## config.mk

```make
export PLATFORM = sky130hd
export DESIGN_NAME = mem_stage_ctl
export DESIGN_NICKNAME = d
export VERILOG_FILES = /design/src/rtl/mem_stage_ctl.sv
export SDC_FILE = /design/constraint.sdc
export NUM_CORES = 1
export LEC_CHECK = 0
export ABC_AREA = 1
export BUFFER_PORTS_ARGS = -buffer_cell sky130_fd_sc_hd__buf_2
export CELL_PAD_IN_SITES_DETAIL_PLACEMENT = 1
export CELL_PAD_IN_SITES_GLOBAL_PLACEMENT = 2
export CORE_UTILIZATION = 25
export CTS_BUF_LIST = sky130_fd_sc_hd__clkbuf_2 sky130_fd_sc_hd__clkbuf_4 sky130_fd_sc_hd__clkbuf_8
export DETAILED_ROUTE_END_ITERATION = 16
export PLACE_DENSITY_LB_ADDON = 0.1
export REMOVE_ABC_BUFFERS = 1
export SYNTH_ARGS = -nofsm -noshare
export SYNTH_HDL_FRONTEND = slang
export SYNTH_SLANG_ARGS = --single-unit
export TNS_END_PERCENT = 20
```

## constraint.sdc

```tcl
create_clock -name clk -period 5.4 [get_ports clk]
set_clock_uncertainty 0.15 [all_clocks]
set_input_delay 0.81 -clock clk [delete_from_list [all_inputs] [get_ports clk]]
set_output_delay 0.81 -clock clk [all_outputs]
set_load 0.005 [all_outputs]
```

## src/rtl/mem_stage_ctl.sv

```systemverilog
// MEM-stage controller: drives a handshaked data memory and registers the MEM/WB bundle.
// Non-memory ops take 1 cycle; accesses take 2+wait cycles with stall held until the ack cycle.
module mem_stage_ctl #(
    parameter int IN_W  = 142,
    parameter int OUT_W = 71
) (
    input  logic             clk,
    input  logic             reset,
    input  logic [0:IN_W-1]  exmem_in,
    output logic             dmem_req,
    output logic             dmem_we,
    output logic [0:31]      dmem_addr,
    output logic [0:3]       dmem_be,
    output logic [0:31]      dmem_wdata,
    input  logic [0:31]      dmem_rdata,
    input  logic             dmem_ack,
    output logic             stall,
    output logic             align_err,
    output logic [0:OUT_W-1] memwb_out
);

    typedef enum logic {S_IDLE, S_REQ} state_t;

    state_t r_state;
    state_t w_next_state;

    logic [0:31] w_next_pc;
    logic [0:31] w_opb;
    logic [0:4]  w_dest;
    logic [0:31] w_alu;
    logic        w_pc_to_reg;
    logic        w_reg_write;
    logic        w_mem_to_reg;
    logic        w_mem_write;
    logic        w_load_sign;
    logic [1:0]  w_dsize;
    logic [0:31] w_leap_addr;
    logic        w_leap;
    logic        w_unused_regtopc;

    assign w_next_pc        = exmem_in[0:31];
    assign w_opb            = exmem_in[32:63];
    assign w_dest           = exmem_in[64:68];
    assign w_alu            = exmem_in[69:100];
    assign w_pc_to_reg      = exmem_in[101];
    assign w_unused_regtopc = exmem_in[102];
    assign w_reg_write      = exmem_in[103];
    assign w_mem_to_reg     = exmem_in[104];
    assign w_mem_write      = exmem_in[105];
    assign w_load_sign      = exmem_in[106];
    assign w_dsize          = exmem_in[107:108];
    assign w_leap_addr      = exmem_in[109:140];
    assign w_leap           = exmem_in[141];

    logic [1:0] w_off;
    logic       w_is_byte;
    logic       w_is_half;
    logic       w_is_word;
    logic       w_memop;
    logic       w_misaligned;

    assign w_off        = w_alu[30:31];
    assign w_is_byte    = (w_dsize == 2'b00);
    assign w_is_half    = (w_dsize == 2'b01);
    assign w_is_word    = w_dsize[1];
    assign w_memop      = w_mem_to_reg | w_mem_write;
    assign w_misaligned = w_memop & ((w_is_half & w_off[0]) | (w_is_word & (w_off != 2'b00)));

    logic [0:3]  w_be;
    logic [0:31] w_wdata;

    always_comb begin
        w_be    = 4'b0000;
        w_wdata = w_opb;
        if (w_is_byte) begin
            w_be[w_off] = 1'b1;
            w_wdata     = {4{w_opb[24:31]}};
        end else if (w_is_half) begin
            w_be    = w_off[1] ? 4'b0011 : 4'b1100;
            w_wdata = {2{w_opb[16:31]}};
        end else begin
            w_be = 4'b1111;
        end
    end

    // Lane select assumes big-endian lane numbering: offset 0 is rdata[0:7].
    logic [0:7]  w_ld_byte;
    logic [0:15] w_ld_half;
    logic [0:31] w_load;

    assign w_ld_byte = dmem_rdata[{w_off, 3'b000} +: 8];
    assign w_ld_half = w_off[1] ? dmem_rdata[16:31] : dmem_rdata[0:15];

    always_comb begin
        w_load = dmem_rdata;
        if (w_is_byte) begin
            w_load = {{24{w_load_sign & w_ld_byte[0]}}, w_ld_byte};
        end else if (w_is_half) begin
            w_load = {{16{w_load_sign & w_ld_half[0]}}, w_ld_half};
        end
    end

    logic [0:31] w_wb_alu;
    logic [0:31] w_wb_data;

    assign w_wb_alu  = w_pc_to_reg ? w_next_pc : w_alu;
    assign w_wb_data = (!w_pc_to_reg && w_mem_to_reg) ? w_load : w_wb_alu;

    logic             w_stall;
    logic             w_issue;
    logic             w_done;
    logic             w_align_nxt;
    logic [0:OUT_W-1] w_memwb_nxt;

    always_comb begin
        w_next_state = r_state;
        w_stall      = 1'b0;
        w_issue      = 1'b0;
        w_done       = 1'b0;
        w_align_nxt  = 1'b0;
        w_memwb_nxt  = '0;
        case (r_state)
            S_IDLE: begin
                if (w_misaligned) begin
                    w_align_nxt = 1'b1;
                    w_memwb_nxt = {w_wb_alu, w_dest, 1'b0, w_leap, w_leap_addr};
                end else if (w_memop) begin
                    w_stall      = 1'b1;
                    w_issue      = 1'b1;
                    w_next_state = S_REQ;
                end else begin
                    w_memwb_nxt = {w_wb_data, w_dest, w_reg_write, w_leap, w_leap_addr};
                end
            end
            S_REQ: begin
                if (dmem_ack) begin
                    w_done       = 1'b1;
                    w_next_state = S_IDLE;
                    w_memwb_nxt  = {w_wb_data, w_dest, w_reg_write, w_leap, w_leap_addr};
                end else begin
                    w_stall = 1'b1;
                end
            end
            default: w_next_state = S_IDLE;
        endcase
    end

    always_ff @(posedge clk or posedge reset) begin
        if (reset) begin
            r_state <= S_IDLE;
        end else begin
            r_state <= w_next_state;
        end
    end

    logic             r_req;
    logic             r_we;
    logic [0:31]      r_addr;
    logic [0:3]       r_be;
    logic [0:31]      r_wdata;
    logic             r_align_err;
    logic [0:OUT_W-1] r_memwb;

    always_ff @(posedge clk or posedge reset) begin
        if (reset) begin
            r_req       <= 1'b0;
            r_we        <= 1'b0;
            r_addr      <= '0;
            r_be        <= '0;
            r_wdata     <= '0;
            r_align_err <= 1'b0;
            r_memwb     <= '0;
        end else begin
            r_align_err <= w_align_nxt;
            r_memwb     <= w_memwb_nxt;
            if (w_issue) begin
                r_req   <= 1'b1;
                r_we    <= w_mem_write;
                r_addr  <= {w_alu[0:29], 2'b00};
                r_be    <= w_be;
                r_wdata <= w_wdata;
            end else if (w_done) begin
                r_req <= 1'b0;
                r_we  <= 1'b0;
            end
        end
    end

    assign dmem_req   = r_req;
    assign dmem_we    = r_we;
    assign dmem_addr  = r_addr;
    assign dmem_be    = r_be;
    assign dmem_wdata = r_wdata;
    assign align_err  = r_align_err;
    assign memwb_out  = r_memwb;
    assign stall      = w_stall;

endmodule

```

* Word level (Yosys, flattened, before mapping)
Cells that the tools add are included.
** Storage, ports and cells
- Output and inout port bits :: 143
- Logic and storage cells :: 56
- Register bits after elaboration :: 141
- Input port bits :: 177
** Operators by class
- Order comparisons :: 2
- Mux-type cells :: 28
- Bitwise operators :: 10
- Eq/ne operators :: 1
- Shift-type cells :: 1
- Reduce and logical (&&, ||, !) cells :: 6
** Operators with widths (count)
- 71-bit two-way mux :: 3
- 32-bit two-way mux :: 6
- 71-bit case mux with 2 select lines :: 1
- 32-bit by 6-bit indexed part select with 33-bit output :: 1
- 16-bit two-way mux :: 1
- 1-bit two-way mux :: 12
- 4-bit two-way mux :: 3
- 5-bit NOT with 6-bit output :: 1
- 1-bit bitwise AND :: 5
- 2-bit nonzero test :: 2
- 3-bit greater-or-equal comparator (second input constant) :: 1
- 3-bit by 1-bit < comparator with 1-bit output (second input constant) :: 1
- 2-bit NOT with 3-bit output :: 1
- 1-bit demux with 2-bit select :: 1
- 2-bit by 1-bit equality test with 1-bit output (second input constant) :: 1
- 1-bit logical AND :: 2
- 2-bit zero test :: 1
- 1-bit OR :: 2
- 1-bit case mux with 2 select lines :: 1
- 1-bit zero test :: 1
- 1-bit NOT :: 1

* Logic depth before layout (Yosys ltp)
Gate-level depths: netlist of the first run.
- Depth after elaboration :: 8
- Depth in mapped cells :: 12
- Depth with buffers taken out :: 9

* Least setup slack after synthesis of the first run
OpenSTA, ideal clock, no wires.
- Kind :: in2out
- Start point :: in exmem_in[100] in the netlist's numbering
- End point :: out stall
- Data arrival time :: 1.568 ns
- Path slack :: 2.872 ns
- Cell stages on the path :: 7
- Required time :: 4.440 ns
- Cell sequence :: buf_6 nor2_4 nor2_2 a21oi_2 nand2_1 nand2_1 buf_2
** On the way
- Longest elaborated chain between the ends :: 6
** Ends and longest elaborated chain
- start: declaration :: line 9 : input logic [0:IN_W-1] exmem_in,
- 2-bit nonzero test :: line 67 : assign w_misaligned = w_memop & ((w_is_half & w_off[0]) | (w_is_word & (w_off != 2'b00)));
- 1-bit bitwise AND :: line 67
- 1-bit OR * :: line 67
- 1-bit bitwise AND * :: line 67
- 1-bit two-way mux * :: line 124 : if (w_misaligned) begin
- 1-bit case mux with 2 select lines * :: line 122 : case (r_state)
- end: declaration :: line 17 : output logic stall,
Every way passes the cells marked *; elsewhere a longest branch is shown, timed or not.

* Worst setup path in the final report of the first run
- Start point :: in exmem_in[107] in the netlist's numbering
- End point :: out stall
** On the way
- Longest elaborated chain between the ends :: 6
** Ends and longest elaborated chain
- 2-bit by 1-bit equality test with 1-bit output :: line 64 : assign w_is_half = (w_dsize == 2'b01);
- 1-bit bitwise AND :: line 67
- 1-bit OR * :: line 67
- 1-bit bitwise AND * :: line 67
- 1-bit two-way mux * :: line 124
- 1-bit case mux with 2 select lines * :: line 122
Marked as above.

==> key figures, run 1 <==
Run status
  – Status: finished, final reports clean

Detailed routing
  – Post-DRT Antenna Nets: 0
  – Number of iterations in the first detailed-routing pass: 4
  – Drt drc: 0
  – Vias/cell: 4.220
  – Via count: approximately 6200
  – WL/cell: around 16 µm
  – Final wirelength: between 20000 and 25000 µm
  – Initial DRC Count: 240

Critical path
  – Worst path max stage delay: 430 ps
  – Setup slack, reg-to-reg: roughly 3100 ps
  – Maximum fanout along the worst path: 42
  – Arrival time at the worst endpoint: 2560 ps
  – Setup crit end: stall
  – CP startpoint: exmem_in[107]
  – Critical R2R Launch: r_state
  – CP endpoint kind: output pin
  – Worst EP required: 4440 ps
  – Crit path cell chain: buf_2 > inv_2 > nor2_2 > a21oi_2 > nand2_4 > nand2_1 > buf_2
  – Worst path most repeated cell: buf_2
  – Capture point of the worst reg-to-reg path: dmem_wdata[1]
  – Crit path kind: primary input to output pin
  – Setup crit start kind: primary input
  – Worst Reg-to-Reg Cells: 6
  – Critical path's slowest cell: buf_2

Place
  – DP Wirelength: 17110 µm
  – RePlAce Congestion: 0.7669
  – Port Buffers: ~320
  – Dpl ws: 1767 ps

Clock tree
  – CTS tree: done
  – Skew-Pair Late Insertion Delay: 450 ps
  – CTS sink cnt: 141
  – CTS root buffer: clkbuf_8
  – CTS Hold Bufs: 0
  – Clock Path Buffers: 2
  – Inserted Clock Buffers: 17
  – CTS resizes: 0
  – Clock transition at path regs: 90 ps
  – Postcts setup bufs: 0
  – H-tree levels: 4

STA
  – Final worst setup slack: approximately 1900 ps
  – RSZ-0062 raised after global routing: false
  – Period utilisation layout: 65.26%
  – Fin. Hold Viols: 0
  – Final Max Slew Viols: 0
  – Relative slew slack: 42.24%
  – Final setup fails: 0
  – Minimum clock period: between 3000 and 4000 ps
  – Worst Tran Pin Value: roughly 860 ps
  – Fmax: 0.2837 GHz
  – Setup TNS: 0 ps

GRT
  – Vias in the first global route: 6465
  – Total Routing Usage GR: between 10% and 20%
  – Total congestion overflow: 0
  – Largest net degree at the start of global routing: 88
  – Initial antenna violation count: 1
  – First-pass GRT wire length: 36620 µm

Pwr
  – Leakage power: 0.005052 µW
  – Maximum VDD drop: approximately 0.15 mV
  – Power per cell area: between 300 and 400 nW/µm²

Die
  – Die area: 26540 µm²
  – Die Wd: 162.9 µm
  – Cell row count: 58
  – Die height: 162.9 µm
  – Ports: 320
  – Core Area: roughly 25000 µm²
  – Initial Utilization: 25.63%

Synthesis
  – Mapped Area: between 6000 and 7000 µm²
  – Ranking of synthesized cells by area: dfrtp_1 55%, nand2_1 16%, o21ai_0 7.0%, nor2_1 5.3%, inv_1 4.9%
  – Synth Instances: 833
  – Seq/Total Area, Yosys: 54.51%
  – Syn_area_per_cell: 7.770 µm²
  – Share of the synthesized area in the top cell type: 54.51%
  – Synthesis Warnings: 0
  – Yosys cell types: 24
  – Leading area contributor after synthesis: dfrtp_1
  – Register bit total from synthesis: 141

Cells and area
  – Post-layout util: 34.48%
  – Layout fillers: 3210
  – Nets: between 1000 and 1500
  – Area Growth Syn to Fin: 34.53%
  – Layout cell share with drive strength beyond 1: approximately 32%

Worst hold path
  – Hold Path Class: primary input to async pin

Flow run
  – Maximum capacitance violations: 0
[placed cells by master (no fill, tap or decap), types with 7 or more instances in the layout]
master and n:
o21ai_0 90, buf_4 8, inv_6 7, nand3_1 54, nor2_1 91, clkbuf_8 18
inv_1 84, a21oi_1 23, dfrtp_1 141, nand2_1 279, buf_2 316
[metal layers]
layer | vias to the layer above | routed length (µm) | track usage [%] | share of wire, %
li1 | 3168 | - | - | -
met1 | 2839 | 10230 | 22.33 | 43
met2 | 195 | 11180 | 30.04 | 47
met3 | 14 | 1885 | 6.544 | 8.0
met4 | 0 | 269 | 4.545 | 1.1
met5 | - | 0 | 0 | 0
[cell usage after synthesis, drive strengths merged]
| cell type | number |
|---|---|
| a22oi | 1 |
| a31oi | 1 |
| nand2 | 282 |
| inv | 89 |
| o22ai | 2 |
| conb | 1 |
| clkbuf | 22 |
| buf | 26 |
| o21ai | 94 |
| nand3 | 54 |
| a21oi | 25 |
| nor2 | 94 |
| dfrtp | 141 |
| o211ai | 1 |
[worst min path at each step]
stage                     cells past startpoint  slack, ps          start              to
after detailed placement                      2        310  dmem_wdata[7]   dmem_wdata[7]
final                                         2        230          reset   memwb_out[39]
after global routing                          2        240          reset  dmem_wdata[28]
after floorplan                               2        320  dmem_wdata[0]   dmem_wdata[0]
after CTS                                     2        220          reset   memwb_out[56]
after global placement                        2        310  dmem_wdata[4]   dmem_wdata[4]
[sequential cells by signal (all words and copies together), names as in the netlist]
signal	flops
dmem_wdata	32
dmem_be	4
dmem_addr	30
dmem_req	1
memwb_out	71
dmem_we	1
align_err	1
r_state	1
[metrics by stage]
| stage | total power (µW) | hold slack [ps] | instances | area [µm²] |
|---|---|---|---|---|
| floorplan | 1712 | 322.4 | 786 | 6211 |
| global placement | 2143 | 310.0 | 1440 | 8285 |
| detailed placement | 2158 | 314.3 | 1440 | 8285 |
| CTS | 3119 | 224.4 | 1472 | 8705 |
| global route | 3264 | 240.7 | 1472 | 8705 |
| finish | 3041 | 234.3 | 1473 | 8707 |
[report_power, final]
group	total, µW	switching, µW	internal [µW]
Combinational	751	438	313
Clock	930	487	443
Sequential	1360	88.3	1270
[cells by family after synthesis]
logic type             Yosys count  share of synthesized area, %
other                            1                       0.05794
AND/OR/NAND/NOR                430                         26.21
flip-flops                     141                         54.51
AO/OA/AOI/OAI                  124                         9.956
buffers and inverters          137                         9.260
[area by class of cell]
cell class / instances / area [µm²] / share of cell area (%)
Timing Repair Buffer: 324 / 1642 / 18.85
Multi-Input combinational cell: 556 / 2364 / 27.14
Inverter: 89 / 339.1 / 3.894
Tap cell: 330 / 412.9 / 4.742
Clock inverter: 14 / 171.4 / 1.969
Clock buffer: 18 / 247.7 / 2.845
Sequential cell: 141 / 3528 / 40.52
Antenna cell: 1 / 2.502 / 0.02874
[worst max-delay path: cells and delay by family]
| family | cells | cell delay [ps] |
|---|---|---|
| compound gates | 1 | 50 |
| buf+inv | 3 | 950 |
| simple gates | 3 | 740 |
(Power assumes the default switching activity.)
==> run 2: changes to the inputs <==
CORE_UTILIZATION = 23   (was 25)
clock period = 3.2 ns   (was 5.4 ns; I/O delays follow)
==> run 2 against run 1 <==
  * Critical path type unchanged
  * Sequential power is 69% higher
  * First-iteration DRC count is 16% higher
  * Via count is 0.37% higher
  * Total power is 71% higher
==> key figures, run 2 (synthesis results as in run 1) <==
Place
  – Placed Cells: 1495 (+3.8%)
  – DP Wirelength: 17700 µm (+3.4%)
  – Post-DP Area: 8431 µm² (+1.8%)
  – RePlAce Congestion: 0.7345 (-4.2%)
  – Port Buffers: 316 (unchanged)

Run status
  – Status: finished, final reports clean

Clock tree
  – CTS sink cnt: 141 (unchanged)
  – Clock transition at path regs: 110 ps (+20 ps)
  – H-tree levels: 4 (unchanged)
  – Skew-Pair Late Insertion Delay: 440 ps (about the same)
  – Clock Path Buffers: 2 (unchanged)
  – Inserted Clock Buffers: 17 (unchanged)
  – CTS tree: done
  – CTS root buffer: clkbuf_8
  – CTS resizes: 0 (unchanged)

Pwr
  – Tot Pwr: 5194 µW (+71%)
  – Maximum VDD drop: 0.2557 mV (+76%)
  – Power per cell area: 585.5 nW/µm² (+68%)
  – Leakage power: 0.005110 µW (+1.1%)

GRT
  – Vias in the first global route: 6537 (+1.1%)
  – Total Routing Usage GR: 17.01% (-1.2 points)
  – Largest net degree at the start of global routing: 85 (-3.4%)
  – Initial antenna violation count: 3 (+2)
  – First-pass GRT wire length: 37220 µm (+1.6%)
  – Total congestion overflow: 0 (unchanged)

Critical path
  – Setup crit start kind: primary input
  – Worst path bufs/invs: 2 (-1)
  – Maximum fanout along the worst path: 14 (-67%)
  – CP endpoint kind: output pin
  – Crit path kind: primary input to output pin
  – Critical path's slowest cell: nor2_4
  – Worst path max stage delay: 330 ps (-100 ps)
  – Arrival time at the worst endpoint: 1620 ps (-940 ps)
  – Worst EP required: 2570 ps (-1870 ps)
  – Crit path cell chain: buf_2 > nor2_4 > nor2_2 > a21oi_2 > nand2_4 > nand2_1 > buf_2
  – Delay-heaviest family, CP: simple AND/OR/NAND/NOR gates
  – Worst path most repeated cell: buf_2

Cells and area
  – Nets: 1314 (+0.61%)
  – Finished Cell Area: 8871 µm² (+1.9%)
  – Layout cell share with drive strength beyond 1: 32.70% (+0.38 points)
  – Largest register FFs: 71 (unchanged)
  – Post-layout util: 32.02% (-2.5 points)
  – Commonest non-fill, non-tap cell in the layout: buf_2
  – Commonest cells after routing, fill and taps aside: 316 x buf_2, 279 x nand2_1, 141 x dfrtp_1, 91 x nor2_1, 90 x o21ai_0
  – Area Growth Syn to Fin: 37.06%
  – Finished Layout Cells: 1529 (+3.8%)

Flow run
  – Maximum capacitance violations: 0 (unchanged)

Die
  – Die Wd: 169.8 µm (+4.2%)
  – Ports: 320 (unchanged)
  – Cell row count: 61 (+5.2%)
  – Die height: 169.8 µm (+4.2%)
  – Initial Utilization: 23.36% (-2.3 points)
  – Die area: 28820 µm² (+8.6%)
  – Core Area: 27710 µm² (+9.7%)

Detailed routing
  – Vias/cell: 4.080 (-3.3%)
  – Final wirelength: 23960 µm (+1.7%)
  – Number of iterations in the first detailed-routing pass: 4 (unchanged)
  – WL/cell: 15.67 µm (-2.0%)
  – Post-DRT Antenna Nets: 0 (unchanged)
  – Drt drc: 0 (unchanged)
  – Initial DRC Count: 279 (+16%)
  – Via count: 6239 (+0.37%)

STA
  – Worst Tran Pin Value: 756.7 ps (-106.6 ps)
  – Fin. Hold Viols: 0 (unchanged)
  – Minimum clock period: between 2000 and 2500 ps
  – Final setup fails: 0 (unchanged)
  – Period utilisation layout: 70.38%
  – Fmax: 0.4440 GHz
  – Relative slew slack: 49.37% (+7.1 points)
  – Hold_ws: 59.74 ps (-174.5 ps)
  – Final Max Slew Viols: 0 (unchanged)
  – RSZ-0062 raised after global routing: false

Worst hold path
  – Hold Path Class: primary input to register
[run 2: repair_timing]
action / in CTS / in global routing
buffers inserted: 0 / 0
hold buffers: 1 / 0
endpoints found under the hold margin: 48 / 0
[run 2: through the flow]
stage	TNS, ps	worst slack, ps
final	0	947.8
after global routing	0	864.0
after CTS	0	917.0
after detailed placement	0	713.8
after global placement	0	753.5
after floorplan	-237000	-1479
[run 2: power by group]
part / internal, µW / switching, µW / total, µW / leakage (µW)
Sequential: 2150 / 154 / 2300 / 0.00177
Clock: 742 / 869 / 1610 / 0.000217
Combinational: 545 / 736 / 1280 / 0.00312
[run 2: final cells by class]
class / instances / area (µm²)
fillers: 3461 / 18830
clock buffers: 17 / 234.0
diodes: 1 / 2.502
well taps: 378 / 473.0
repair buffers: 332 / 1742
clock inverters: 15 / 193.9
inverters: 89 / 339.1
multi-input cells: 556 / 2359
flip-flops and latches: 141 / 3528
[run 2: layer usage]
metal	vias up	global-route usage (%)	wire, µm
li1	3173	-	-
met2	179	28.31	11340
met1	2868	20.99	10600
met5	-	0	24
met4	4	4.034	181
met3	15	5.854	1818
[run 2: worst register-to-register path, cell delays in order, from the launching register on]
cell and delay, ps:
dfrtp_1 430, nand2_1 120, o21ai_0 150, nor2_2 110, buf_4 330, nand3_1 210
nand2_1 100
[run 2: final timing paths]
check                              start             to  slack, ps  cells past startpoint
min reg2reg                dmem_wdata[0]  dmem_wdata[0]        330                      2
max in group asynchronous          reset  dmem_addr[26]       1700                      4
max reg2reg                      r_state  memwb_out[22]       1530                      6
min in group asynchronous          reset  memwb_out[59]        480                      3
max                         exmem_in[99]          stall        950                      7
min                         exmem_in[65]  memwb_out[33]         60                      3
==> run 3: changes to the inputs <==
clock period = 1.8 ns   (was 3.2 ns; I/O delays follow)
==> run 3 against run 2 <==
  * Register-to-register slack got worse by 1400 ps
  * Core utilization increased by 6.3 points
  * Clock-buffer cell count unchanged
  * Critical endpoint unchanged
==> key figures, run 3 (synthesis results as in run 1) <==
Run status
  – Status: finished, final reports clean

Die
  – Core Area: 27710 µm² (unchanged)
  – Cell row count: 61 (unchanged)
  – Die area: 28820 µm² (unchanged)
  – Die Wd: 169.8 µm (unchanged)
  – Ports: 320 (unchanged)
  – Die height: 169.8 µm (unchanged)
  – Initial Utilization: 23.36% (unchanged)

STA
  – Fin. Hold Viols: 0 (unchanged)
  – Fmax: 0.5741 GHz
  – Hold_ws: 29.63 ps (-30.11 ps)
  – Final Max Slew Viols: 0 (unchanged)
  – Minimum clock period: approximately 1700 ps
  – Final setup fails: 0 (unchanged)
  – Worst Tran Pin Value: 618.0 ps (-138.7 ps)
  – Setup TNS: 0 ps (unchanged)
  – Relative slew slack: 58.52% (+9.2 points)
  – RSZ-0062 raised after global routing: true
  – Period utilisation layout: just under 100%

Cells and area
  – Post-layout util: 38.30% (+6.3 points)
  – Largest register FFs: 71 (unchanged)
  – Finished Cell Area: 10610 µm² (+20%)
  – Commonest cells after routing, fill and taps aside: 316 x buf_2, 278 x nand2_1, 150 x dlygate4sd3_1, 140 x dfrtp_1
  – Commonest non-fill, non-tap cell in the layout: buf_2
  – Nets: 1485 (+13%)
  – Layout cell share with drive strength beyond 1: 30.43% (-2.3 points)
  – Area Growth Syn to Fin: 63.93%
  – Finished Layout Cells: 1702 (+11%)

GRT
  – Total congestion overflow: 0 (unchanged)
  – Total Routing Usage GR: 18.43% (+1.4 points)
  – Largest net degree at the start of global routing: 67 (-21%)
  – Initial antenna violation count: 5 (+2)
  – Vias in the first global route: 7456 (+14%)
  – First-pass GRT wire length: 40970 µm (+10%)

Clock tree
  – CTS sink cnt: 141 (unchanged)
  – Clock transition at path regs: 100 ps (about the same)
  – H-tree levels: 4 (unchanged)
  – Skew-Pair Late Insertion Delay: 460 ps (+20 ps)
  – CTS root buffer: clkbuf_8
  – CTS tree: done
  – Inserted Clock Buffers: 17 (unchanged)
  – Clock Path Buffers: 2 (unchanged)

Detailed routing
  – Number of iterations in the first detailed-routing pass: 4 (unchanged)
  – Via count: 6977 (+12%)
  – Vias/cell: 4.099 (+0.46%)
  – Post-DRT Antenna Nets: 0 (unchanged)
  – Initial DRC Count: 297 (+6.5%)
  – WL/cell: 15.27 µm (-2.5%)
  – Final wirelength: 26000 µm (+8.5%)
  – Drt drc: 0 (unchanged)

Critical path
  – Crit path cell chain: dlygate4sd3_1 > buf_2 > inv_1 > nand2_1 > nand2_4 > buf_2
  – Arrival time at the worst endpoint: 1320 ps (-300 ps)
  – Worst path most repeated cell: buf_2
  – Critical path's slowest cell: dlygate4sd3_1
  – Delay-heaviest family, CP: buffers and inverters
  – Worst path depth: 6 (-1)
  – Crit path kind: primary input to output pin
  – Worst path max stage delay: 540 ps (+210 ps)
  – Worst path bufs/invs: 4 (+2)
  – Maximum fanout along the worst path: 3 (-11)
  – Worst EP required: 1380 ps (-1190 ps)
  – CP endpoint kind: output pin
  – Worst Reg-to-Reg Cells: 6 (unchanged)
  – Setup crit start kind: primary input

Pwr
  – Maximum VDD drop: 0.3876 mV (+52%)
  – Power per cell area: 890.0 nW/µm² (+52%)
  – Leakage power: 0.005857 µW (+15%)

Place
  – Port Buffers: 316 (unchanged)
  – RePlAce Congestion: 0.7809 (+6.3%)
  – Placed Cells: 1513 (+1.2%)
  – Post-DP Area: 8666 µm² (+2.8%)
  – DP Wirelength: 18600 µm (+5.1%)

Worst hold path
  – Hold Path Class: primary input to register
  – Hold depth: 5 (+2)

Flow run
  – Maximum capacitance violations: 0 (unchanged)
==> run 3: power by group <==
group / internal [µW] / total, µW / switching, µW
Clock: 1140 / 2660 / 1510
Sequential: 3820 / 4100 / 280
Combinational: 1280 / 2690 / 1410
==> run 3: worst paths after layout <==
path,startpoint,slack [ps],to
max,dmem_ack,60,stall
min,dmem_rdata[30],30,memwb_out[30]
max reg2reg,r_state,170,memwb_out[22]
min reg2reg,dmem_wdata[6],330,dmem_wdata[6]
max in group asynchronous,reset,730,dmem_addr[28]
min in group asynchronous,reset,230,memwb_out[59]
==> run 3: cell type report <==
cell class | instances | area (µm²)
diodes | 3 | 7.507
clock buffers | 17 | 234.0
clock inverters | 15 | 151.4
fillers | 3431 | 17100
inverters | 89 | 339.1
multi-input cells | 556 | 2374
flip-flops and latches | 141 | 3530
well taps | 378 | 473.0
repair buffers | 503 | 3502
==> run 3: worst min-delay path, delay by kind of cell <==
kind / cells / cell delay [ps]
simple gates: 4 / 260
buf+inv: 1 / 80
==> run 3: through the flow <==
stage	setup WS [ps]	total power, µW
after floorplan	-2661	5135
after global placement	-28.28	6563
after detailed placement	-8.066	6612
after CTS	18.57	9652
after global routing	-30.76	10140
final	58.03	9443
==> run 3: metal layers <==
layer  share of wire, %  global-route usage, %  routed length [µm]  up-vias
li1                   -                      -                   -     3520
met1                 44                  22.65               11500     3253
met2                 48                  31.25               12490      181
met3                6.4                  5.667                1669       19
met4                1.2                  4.505                 318        4
met5              0.085                      0                  22        -
==> run 3: repair_timing <==
item / 4_1_cts / 5_1_grt
setup buffers: 4 / 0
cloned: 0 / 0
hold buffers: 150 / 0
pin swaps: 3 / 0
endpoints found under the setup margin: 1 / 27
resized for setup: 5 / 2
endpoints found under the hold margin: 171 / 0
